## config.mk

```make
export PLATFORM = sky130hd
export DESIGN_NAME = fetch_sequencer_flat
export DESIGN_NICKNAME = d
export VERILOG_FILES = /design/src/rtl/fetch_sequencer_if.sv /design/src/rtl/fetch_sequencer.sv /design/src/flat_wrapper.sv
export SDC_FILE = /design/constraint.sdc
export NUM_CORES = 1
export LEC_CHECK = 0
export ABC_AREA = 1
export CAP_MARGIN = 20
export CORE_UTILIZATION = 55
export CTS_CLUSTER_DIAMETER = 150
export CTS_CLUSTER_SIZE = 8
export DETAILED_ROUTE_END_ITERATION = 7
export DONT_BUFFER_PORTS = 1
export MAX_ROUTING_LAYER = met4
export PLACE_DENSITY_LB_ADDON = 0.3
export SLEW_MARGIN = 0
export SYNTH_ARGS = -nofsm -noshare
export SYNTH_HDL_FRONTEND = slang
export SYNTH_SLANG_ARGS = --single-unit
```

## constraint.sdc

```tcl
create_clock -name clk -period 3.9 [get_ports clk]
set_clock_uncertainty 0.15 [all_clocks]
set_input_delay 0.78 -clock clk [delete_from_list [all_inputs] [get_ports clk]]
set_output_delay 0.78 -clock clk [all_outputs]
set_load 0.01 [all_outputs]
```

## src/rtl/fetch_sequencer_if.sv

```systemverilog
`default_nettype none
// ============================================================================
//  Module      : fetch_sequencer_if
//  Description : Control/status bundle between the fetch sequencer and the
//                PC/MAR/MDR/IR datapath plus operator controls.
//  Revision    : 1.0 - initial release
// ============================================================================
interface fetch_sequencer_if;
   // Operator and datapath inputs to the sequencer
   logic        run;
   logic        cont;
   logic [3:0]  ir_opcode;
   // Datapath load enables
   logic        ld_mar;
   logic        ld_pc;
   logic        ld_mdr;
   logic        ld_ir;
   // Bus gates
   logic        gate_pc;
   logic        gate_mdr;
   logic        gate_alu;
   logic        gate_marmux;
   // PC source select and memory strobe
   logic [1:0]  pcmux;
   logic        mem_oe;
   // Status
   logic        halted;
   logic        paused;
   logic [15:0] instr_count;

   // Sequencer side
   modport master (
      input  run, cont, ir_opcode,
      output ld_mar, ld_pc, ld_mdr, ld_ir,
      output gate_pc, gate_mdr, gate_alu, gate_marmux,
      output pcmux, mem_oe, halted, paused, instr_count
   );

   // Datapath / operator side
   modport slave (
      output run, cont, ir_opcode,
      input  ld_mar, ld_pc, ld_mdr, ld_ir,
      input  gate_pc, gate_mdr, gate_alu, gate_marmux,
      input  pcmux, mem_oe, halted, paused, instr_count
   );
endinterface
`default_nettype wire

```

## src/rtl/fetch_sequencer.sv

```systemverilog
`default_nettype none
// ============================================================================
//  Module      : fetch_sequencer
//  Description : Moore control FSM running instruction fetch (MAR<-PC,
//                PC<-PC+1, MDR<-M[MAR], IR<-MDR, decode), then pausing for an
//                operator Continue press; a TRAP opcode returns to HALTED.
//  Revision    : 1.0 - initial release
// ============================================================================
module fetch_sequencer #(
   // Read-strobe cycles before the MDR load; legal range 1..15
   parameter int MEM_WAIT = 2
) (
   input  logic              clk,
   input  logic              rst,
   fetch_sequencer_if.master bus_if
);

   localparam logic [3:0] c_LAST_WAIT = 4'(MEM_WAIT - 1);
   localparam logic [3:0] c_OP_TRAP   = 4'hF;

   typedef enum logic [2:0] {
      ST_HALTED  = 3'd0,
      ST_S18     = 3'd1,
      ST_S33     = 3'd2,
      ST_S35     = 3'd3,
      ST_S32     = 3'd4,
      ST_PAUSE_1 = 3'd5,
      ST_PAUSE_2 = 3'd6
   } state_t;

   state_t      state_q, state_d;
   logic [3:0]  wait_cnt_q, wait_cnt_d;
   logic [15:0] count_q, count_d;

   // State, wait-counter and instruction-counter registers; reset wins over all
   always_ff @(posedge clk) begin
      if (rst) begin
         state_q    <= ST_HALTED;
         wait_cnt_q <= 4'd0;
         count_q    <= 16'd0;
      end else begin
         state_q    <= state_d;
         wait_cnt_q <= wait_cnt_d;
         count_q    <= count_d;
      end
   end

   // Next-state logic; wait_cnt defaults to 0 so it is cleared on S33 entry
   always_comb begin
      state_d    = state_q;
      wait_cnt_d = 4'd0;
      count_d    = count_q;
      case (state_q)
         ST_HALTED: begin
            // Run takes priority over Continue here: Continue is not looked at
            if (bus_if.run) state_d = ST_S18;
         end
         ST_S18: state_d = ST_S33;
         ST_S33: begin
            if (wait_cnt_q == c_LAST_WAIT) begin
               state_d = ST_S35;
            end else begin
               wait_cnt_d = wait_cnt_q + 4'd1;
            end
         end
         ST_S35: state_d = ST_S32;
         ST_S32: begin
            count_d = count_q + 16'd1;
            state_d = (bus_if.ir_opcode == c_OP_TRAP) ? ST_HALTED : ST_PAUSE_1;
         end
         ST_PAUSE_1: begin
            if (bus_if.cont) state_d = ST_PAUSE_2;
         end
         ST_PAUSE_2: begin
            // Release of Continue launches exactly one new fetch
            if (!bus_if.cont) state_d = ST_S18;
         end
         default: state_d = ST_HALTED;
      endcase
   end

   // Moore output decode; only one bus gate per state
   always_comb begin
      bus_if.ld_mar      = 1'b0;
      bus_if.ld_pc       = 1'b0;
      bus_if.ld_mdr      = 1'b0;
      bus_if.ld_ir       = 1'b0;
      bus_if.gate_pc     = 1'b0;
      bus_if.gate_mdr    = 1'b0;
      bus_if.gate_alu    = 1'b0;
      bus_if.gate_marmux = 1'b0;
      bus_if.pcmux       = 2'b00;
      bus_if.mem_oe      = 1'b0;
      bus_if.halted      = 1'b0;
      bus_if.paused      = 1'b0;
      case (state_q)
         ST_HALTED: bus_if.halted = 1'b1;
         ST_S18: begin
            bus_if.gate_pc = 1'b1;
            bus_if.ld_mar  = 1'b1;
            bus_if.ld_pc   = 1'b1;
         end
         ST_S33: begin
            bus_if.mem_oe = 1'b1;
            bus_if.ld_mdr = (wait_cnt_q == c_LAST_WAIT);
         end
         ST_S35: begin
            bus_if.gate_mdr = 1'b1;
            bus_if.ld_ir    = 1'b1;
         end
         ST_PAUSE_1, ST_PAUSE_2: bus_if.paused = 1'b1;
         default: ;
      endcase
   end

   assign bus_if.instr_count = count_q;

endmodule
`default_nettype wire
```

## src/flat_wrapper.sv

```systemverilog
// flat-port wrapper written by rule: the top's interface ports become plain ports
module fetch_sequencer_flat 
#(
                                                               
   parameter int MEM_WAIT = 2
)
  (clk, rst, bus_if_run, bus_if_cont, bus_if_ir_opcode, bus_if_ld_mar, bus_if_ld_pc, bus_if_ld_mdr, bus_if_ld_ir, bus_if_gate_pc, bus_if_gate_mdr, bus_if_gate_alu, bus_if_gate_marmux, bus_if_pcmux, bus_if_mem_oe, bus_if_halted, bus_if_paused, bus_if_instr_count);
  fetch_sequencer_if bus_if_i ();
  input  logic clk;
  input  logic rst;
  input wire logic [$bits(bus_if_i.run)-1:0] bus_if_run;
  input wire logic [$bits(bus_if_i.cont)-1:0] bus_if_cont;
  input wire logic [$bits(bus_if_i.ir_opcode)-1:0] bus_if_ir_opcode;
  output wire logic [$bits(bus_if_i.ld_mar)-1:0] bus_if_ld_mar;
  output wire logic [$bits(bus_if_i.ld_pc)-1:0] bus_if_ld_pc;
  output wire logic [$bits(bus_if_i.ld_mdr)-1:0] bus_if_ld_mdr;
  output wire logic [$bits(bus_if_i.ld_ir)-1:0] bus_if_ld_ir;
  output wire logic [$bits(bus_if_i.gate_pc)-1:0] bus_if_gate_pc;
  output wire logic [$bits(bus_if_i.gate_mdr)-1:0] bus_if_gate_mdr;
  output wire logic [$bits(bus_if_i.gate_alu)-1:0] bus_if_gate_alu;
  output wire logic [$bits(bus_if_i.gate_marmux)-1:0] bus_if_gate_marmux;
  output wire logic [$bits(bus_if_i.pcmux)-1:0] bus_if_pcmux;
  output wire logic [$bits(bus_if_i.mem_oe)-1:0] bus_if_mem_oe;
  output wire logic [$bits(bus_if_i.halted)-1:0] bus_if_halted;
  output wire logic [$bits(bus_if_i.paused)-1:0] bus_if_paused;
  output wire logic [$bits(bus_if_i.instr_count)-1:0] bus_if_instr_count;
  assign bus_if_i.run = bus_if_run;
  assign bus_if_i.cont = bus_if_cont;
  assign bus_if_i.ir_opcode = bus_if_ir_opcode;
  assign bus_if_ld_mar = bus_if_i.ld_mar;
  assign bus_if_ld_pc = bus_if_i.ld_pc;
  assign bus_if_ld_mdr = bus_if_i.ld_mdr;
  assign bus_if_ld_ir = bus_if_i.ld_ir;
  assign bus_if_gate_pc = bus_if_i.gate_pc;
  assign bus_if_gate_mdr = bus_if_i.gate_mdr;
  assign bus_if_gate_alu = bus_if_i.gate_alu;
  assign bus_if_gate_marmux = bus_if_i.gate_marmux;
  assign bus_if_pcmux = bus_if_i.pcmux;
  assign bus_if_mem_oe = bus_if_i.mem_oe;
  assign bus_if_halted = bus_if_i.halted;
  assign bus_if_paused = bus_if_i.paused;
  assign bus_if_instr_count = bus_if_i.instr_count;
  fetch_sequencer #(.MEM_WAIT(MEM_WAIT)) u_core (.clk(clk), .rst(rst), .bus_if(bus_if_i));
endmodule
```

==> run_results.csv, run 1 <==
group,metric,value,unit
cts,cts_tree,"yes",
route,postRouteAntennaNets,0,
cts,clock_path_buffers,2,
timing,rsz0062_at_grt,"no",
cells_and_area,num-nets-final,197,
placement,dp_hpwl,1880,µm
cts,ctsHtreeMaxLevel,1,
logic_synthesis,yosys.area.top_type_share,0.3538,
timing,slew_viol_final,0,
flow_run,cap_viol_max_count,0,
logic_synthesis,syn_area,1301,µm²
logic_synthesis,seq_area_frac_synth,0.3538,
route,dr_total_vias,1122,
cts,cts-root-buf,"clkbuf_4",
setup_path,crit_type,"reg -> out",
floorplanning,die_x,50.64,µm
floorplanning,io_pins,37,
route,wl,2462,µm
floorplanning,num_rows,17,
timing,max_slew_margin,0.6227,
cells_and_area,final_common_cell,"nand2_1",
route,wl_per_cell,11.56,µm
logic_synthesis,yosys.area.top_type,"dfxtp_1",
cts,post_cts_buffers,0,
setup_path,path_max_fanout,8,
floorplanning,core,2212,µm²
run_status,status,"complete, no violations",
logic_synthesis,syn_area_per_cell,6.959,µm²
global_routing,grt_pass1_wl,4022,µm
route,drt_drc_violations_left,0,
cts,ctsHoldBuffers,0,
logic_synthesis,ys.warnings.count,0,
logic_synthesis,ys_seq_elements,23,
power,p_leak,0.5605,nW
power,ir_drop,0.2916,mV
global_routing,grt_pass1_vias,979,
cts,cts_buffers,3,
cells_and_area,n_antenna_cell,0,
logic_synthesis,syn_inst,187,
global_routing,grt_max_degree,17,
timing,worstMarginPinSlew,0.5639,ns
global_routing,grt_usage,0.2146,
floorplanning,start_util,0.5882,
logic_synthesis,synth_area_leaders,"dfxtp_1 35%, nand2_1 12%, nor2_1 10%, inv_1 4.9%, nor2_4 4.3%",
cells_and_area,area_growth_syn_to_layout,0.3844,%
placement,portBuffers,0,
timing,period_minus_slack,2.485,ns
timing,fin_setup_tns,0,ns
floorplanning,dieArea,2564,µm²
power,powerDensity,501.1,nW/µm²
global_routing,antenna_found_initial,0,
cts,clk_pin_slew,0.13,ns
cts,numClockSinks,23,
cells_and_area,final_cell_mix,"43 x nand2_1, 35 x nor2_1, 23 x dfxtp_1",
setup_path,worstPathRequired,2.97,ns
route,firstDrtPassIters,4,
timing,hold_ws,0.3454,ns
cts,clock_latency,0.32,ns
global_routing,gr-total-overflow,0,
timing,hold_violations,0,
timing,setup_viol,0,
route,drt-initial-drc-count,21,
setup_path,crit_path_end_kind,"output port",
timing,fin_crit_sh,0.6372,
floorplanning,die_y,50.64,µm
route,viasPerCell,5.268,
placement,gp_routability_congestion,0.7826,
cts,cts_resized,0,
cells_and_area,drive_gt1_frac,0.1027,
logic_synthesis,synth.distinct_cells,25,
timing,maxClockFrequency,402.4,MHz
worst_hold_path,hp-class,"reg -> reg",
setup_path,worst_ep_arrival_time,1.56,ns
setup_path,worst_setup_path_start_kind,"register",
## logic make-up (layout without fill, tap and decap cells)
group / after synthesis / after routing / share of synthesized area
fa+ha+maj: 3 / 3 / 0.02885
simple gates: 111 / 111 / 0.4096
flops: 23 / 23 / 0.3538
other cells: 1 / 4 / 0.002882
buf+inv: 28 / 23 / 0.1067
compound gates: 17 / 17 / 0.07115
xor+xnor: 4 / 4 / 0.02693
## power by group
part	switching, mW	leakage (nW)	internal (mW)
sequential	0.0524	0.186	0.258
combinational	0.158	0.359	0.0721
clock	0.0742	0.0150	0.0401
total	0.284	0.560	0.370
## routing by layer
metal	up-vias	part of all wire	global-route usage
met5	-	0	-
met4	0	0.014	0.06944
met3	5	0.060	0.05455
met2	33	0.49	0.3644
met1	511	0.44	0.2458
li1	573	-	-
## registers in the layout (all words and copies together) (netlist names)
signal                     flops
u_core.bus_if.instr_count     16
u_core.wait_cnt_q              4
u_core.state_q                 3
## critical path, cell delays in order, from the launching register on
cell     delay, ns
dfxtp_1       0.61
nand2_1       0.16
nor2_1        0.47
## through the flow
step | instances | util | power, mW | area (µm²) | worst slack, ns
floorplan | 190 | - | 0.5388 | 1313 | 2.035
global placement | 209 | 0.5786 | 0.5350 | 1280 | 1.818
detailed placement | 209 | 0.5786 | 0.5448 | 1280 | 1.796
CTS | 213 | 0.5905 | 0.6579 | 1306 | 1.421
global route | 213 | 0.5905 | 0.6987 | 1306 | 1.333
finish | 213 | 0.5905 | 0.6546 | 1306 | 1.415
## final cells by class
type / instances / area (µm²)
tap: 28 / 35.03
multi-input combinational: 139 / 713.2
clock buffer: 4 / 26.28
inverter: 19 / 71.32
sequential: 23 / 460.4
fill: 223 / 905.9
## synthesized netlist by cell type, drive strengths merged
| cell | n |
|---|---|
| inv | 19 |
| o21bai | 3 |
| buf | 8 |
| conb | 1 |
| nor2 | 43 |
| o21ai | 5 |
| ha | 3 |
| dfxtp | 23 |
| clkbuf | 1 |
| xor2 | 2 |
| xnor2 | 2 |
| nand4 | 5 |
| nand3 | 11 |
| a21oi | 9 |
| nand3b | 1 |
| nor3 | 2 |
| nand2 | 49 |
## final timing paths
path | from | endpoint | slack, ns | cells past startpoint
setup / recovery | u_core.state_q[0]$_SDFFE_PP0P_ | bus_if_ld_mar | 1.41 | 2
setup reg to reg | u_core.bus_if.instr_count[1]$_SDFFE_PP0N_ | u_core.bus_if.instr_count[12]$_SDFFE_PP0N_ | 2.23 | 6
hold reg to reg | u_core.wait_cnt_q[0]$_SDFF_PP0_ | u_core.wait_cnt_q[0]$_SDFF_PP0_ | 0.35 | 1
hold / removal | u_core.wait_cnt_q[0]$_SDFF_PP0_ | u_core.wait_cnt_q[0]$_SDFF_PP0_ | 0.35 | 1
Note: power is estimated with default switching activity, not from simulation.
==> run 2: changes to the inputs <==
==> constraint.sdc (replaced) <==
create_clock -name clk -period 2.4 [get_ports clk]
set_clock_uncertainty 0.15 [all_clocks]
set_input_delay 0.48 -clock clk [delete_from_list [all_inputs] [get_ports clk]]
set_output_delay 0.48 -clock clk [all_outputs]
set_load 0.01 [all_outputs]
==> run_results.csv, run 2 (same netlist as run 1, synthesis figures left out) <==
group,metric,value,unit
power,p_leak,0.5632,nW
route,postRouteAntennaNets,0,
cts,cts-root-buf,"clkbuf_4",
timing,worstMarginPinSlew,0.5560,ns
timing,rsz0062_at_grt,"no",
global_routing,gr-total-overflow,0,
cells_and_area,area_growth_syn_to_layout,0.4805,%
cells_and_area,drive_gt1_frac,0.1081,
setup_path,worst-r2r-cell-count,6,
global_routing,grt_max_degree,17,
timing,period_minus_slack,2.167,ns
cells_and_area,n_antenna_cell,0,
power,p_comb_frac,0.356,
setup_path,worst_setup_path_start_kind,"register",
setup_path,crit_family,"simple AND/OR/NAND/NOR gates",
floorplanning,start_util,0.5882,
timing,maxClockFrequency,461.5,MHz
route,drt_drc_violations_left,0,
power,clkPwrFrac,0.169,
route,firstDrtPassIters,4,
floorplanning,num_rows,17,
cts,ctsHoldBuffers,0,
setup_path,worstSetupPathDepth,2,
timing,setup_viol,0,
cts,clock_latency,0.31,ns
setup_path,worst_ep_arrival_time,1.54,ns
floorplanning,core,2212,µm²
timing,fin_setup_tns,0,ns
cells_and_area,utilization,0.5911,
power,p_int,0.5988,mW
setup_path,path_max_fanout,8,
route,drt-initial-drc-count,16,
power,p_seq_frac,0.475,
cts,numClockSinks,23,
global_routing,grt_pass1_wl,4202,µm
power,ir_drop,0.5495,mV
worst_hold_path,hp-class,"in -> reg",
run_status,status,"complete, no violations",
floorplanning,io_pins,37,
cells_and_area,num-nets-final,197,
cts,ctsHtreeMaxLevel,1,
timing,max_slew_margin,0.6280,
cells_and_area,largest_register_ffs,16,
cts,cts_resized,0,
cells_and_area,n_fill_cell,223,
floorplanning,die_x,50.64,µm
power,p_switching,0.4615,mW
setup_path,critical_path.cell_chain,"nand2_1 > nor2_1",
cells_and_area,final_cell_mix,"43 x nand2_1, 35 x nor2_1, 23 x dfxtp_1",
route,dr_total_vias,1094,
power,swShare,0.4352,
cts,post_cts_buffers,0,
setup_path,crit_path_end_kind,"output port",
placement,dp_hpwl,1881,µm
floorplanning,die_y,50.64,µm
setup_path,crit_slowest_cell,"dfxtp_1",
cts,clk_pin_slew,0.13,ns
setup_path,worstPathRequired,1.77,ns
worst_hold_path,hold_depth,1,
cells_and_area,multi_input_area,713.2,µm²
cts,cts_tree,"yes",
cells_and_area,seqCellArea,460.4,µm²
setup_path,crit_buf_inv,0,
floorplanning,dieArea,2564,µm²
timing,slew_viol_final,0,
route,viasPerCell,5.136,
global_routing,grt_pass1_vias,1023,
cts,cts_buffers,3,
route,wl,2387,µm
power,report.power.total,1.060,mW
cells_and_area,final_common_cell,"nand2_1",
setup_path,crit_path_max_incr_delay,0.61,ns
placement,gp_routability_congestion,0.7946,
cts,clock_path_buffers,2,
timing,hold_violations,0,
power,powerDensity,811.0,nW/µm²
global_routing,grt_usage,0.2230,
route,wl_per_cell,11.21,µm
global_routing,antenna_found_initial,0,
flow_run,cap_viol_max_count,0,
setup_path,r2r_slack,0.73,ns
placement,portBuffers,0,
setup_path,crit_type,"reg -> out",
timing,fin_crit_sh,0.9029,
==> run 2: power by group through the flow <==
stage | Sequential, mW | Clock (mW) | Combinational [mW]
2_1_floorplan | 0.478 | 0 | 0.397
3_3_place_gp | 0.507 | 0 | 0.362
3_5_place_dp | 0.512 | 0 | 0.379
4_1_cts | 0.503 | 0.191 | 0.380
5_1_grt | 0.512 | 0.200 | 0.430
6_report | 0.504 | 0.179 | 0.377
==> run 2: routing by layer <==
| layer | wire length (µm) | global-route usage |
|---|---|---|
| met1 | 1039 | 0.2380 |
| met2 | 1172 | 0.3844 |
| met3 | 134 | 0.04848 |
| met4 | 40 | 0.1157 |
| met5 | 0 | - |
==> run 2: path summary, 6_finish.rpt <==
path | from | end
setup / recovery | u_core.state_q[0]$_SDFFE_PP0P_ | bus_if_ld_mar
hold / removal | rst | u_core.bus_if.instr_count[11]$_SDFFE_PP0N_
setup reg to reg | u_core.bus_if.instr_count[1]$_SDFFE_PP0N_ | u_core.bus_if.instr_count[12]$_SDFFE_PP0N_
hold reg to reg | u_core.wait_cnt_q[0]$_SDFF_PP0_ | u_core.wait_cnt_q[0]$_SDFF_PP0_
==> run 2: through the flow <==
| step | instance area (µm²) | hold slack [ns] | worst slack (ns) | cells |
|---|---|---|---|---|
| 3_5_place_dp | 1280 | 0.3331 | 0.5960 | 209 |
| 6_report | 1308 | 0.06417 | 0.2330 | 213 |
| 4_1_cts | 1308 | 0.04635 | 0.2154 | 213 |
| 2_1_floorplan | 1313 | 0.2834 | 0.8346 | 190 |
| 5_1_grt | 1308 | 0.04673 | 0.1503 | 213 |
| 3_3_place_gp | 1280 | 0.2963 | 0.6255 | 209 |
==> run 2: final cells by class <==
type                            instances  share of cell area
Clock buffer                            3             0.01722
Clock inverter                          1            0.003828
Inverter                               19             0.05455
Multi-Input combinational cell        139              0.5455
Sequential cell                        23              0.3522
Tap cell                               28             0.02679
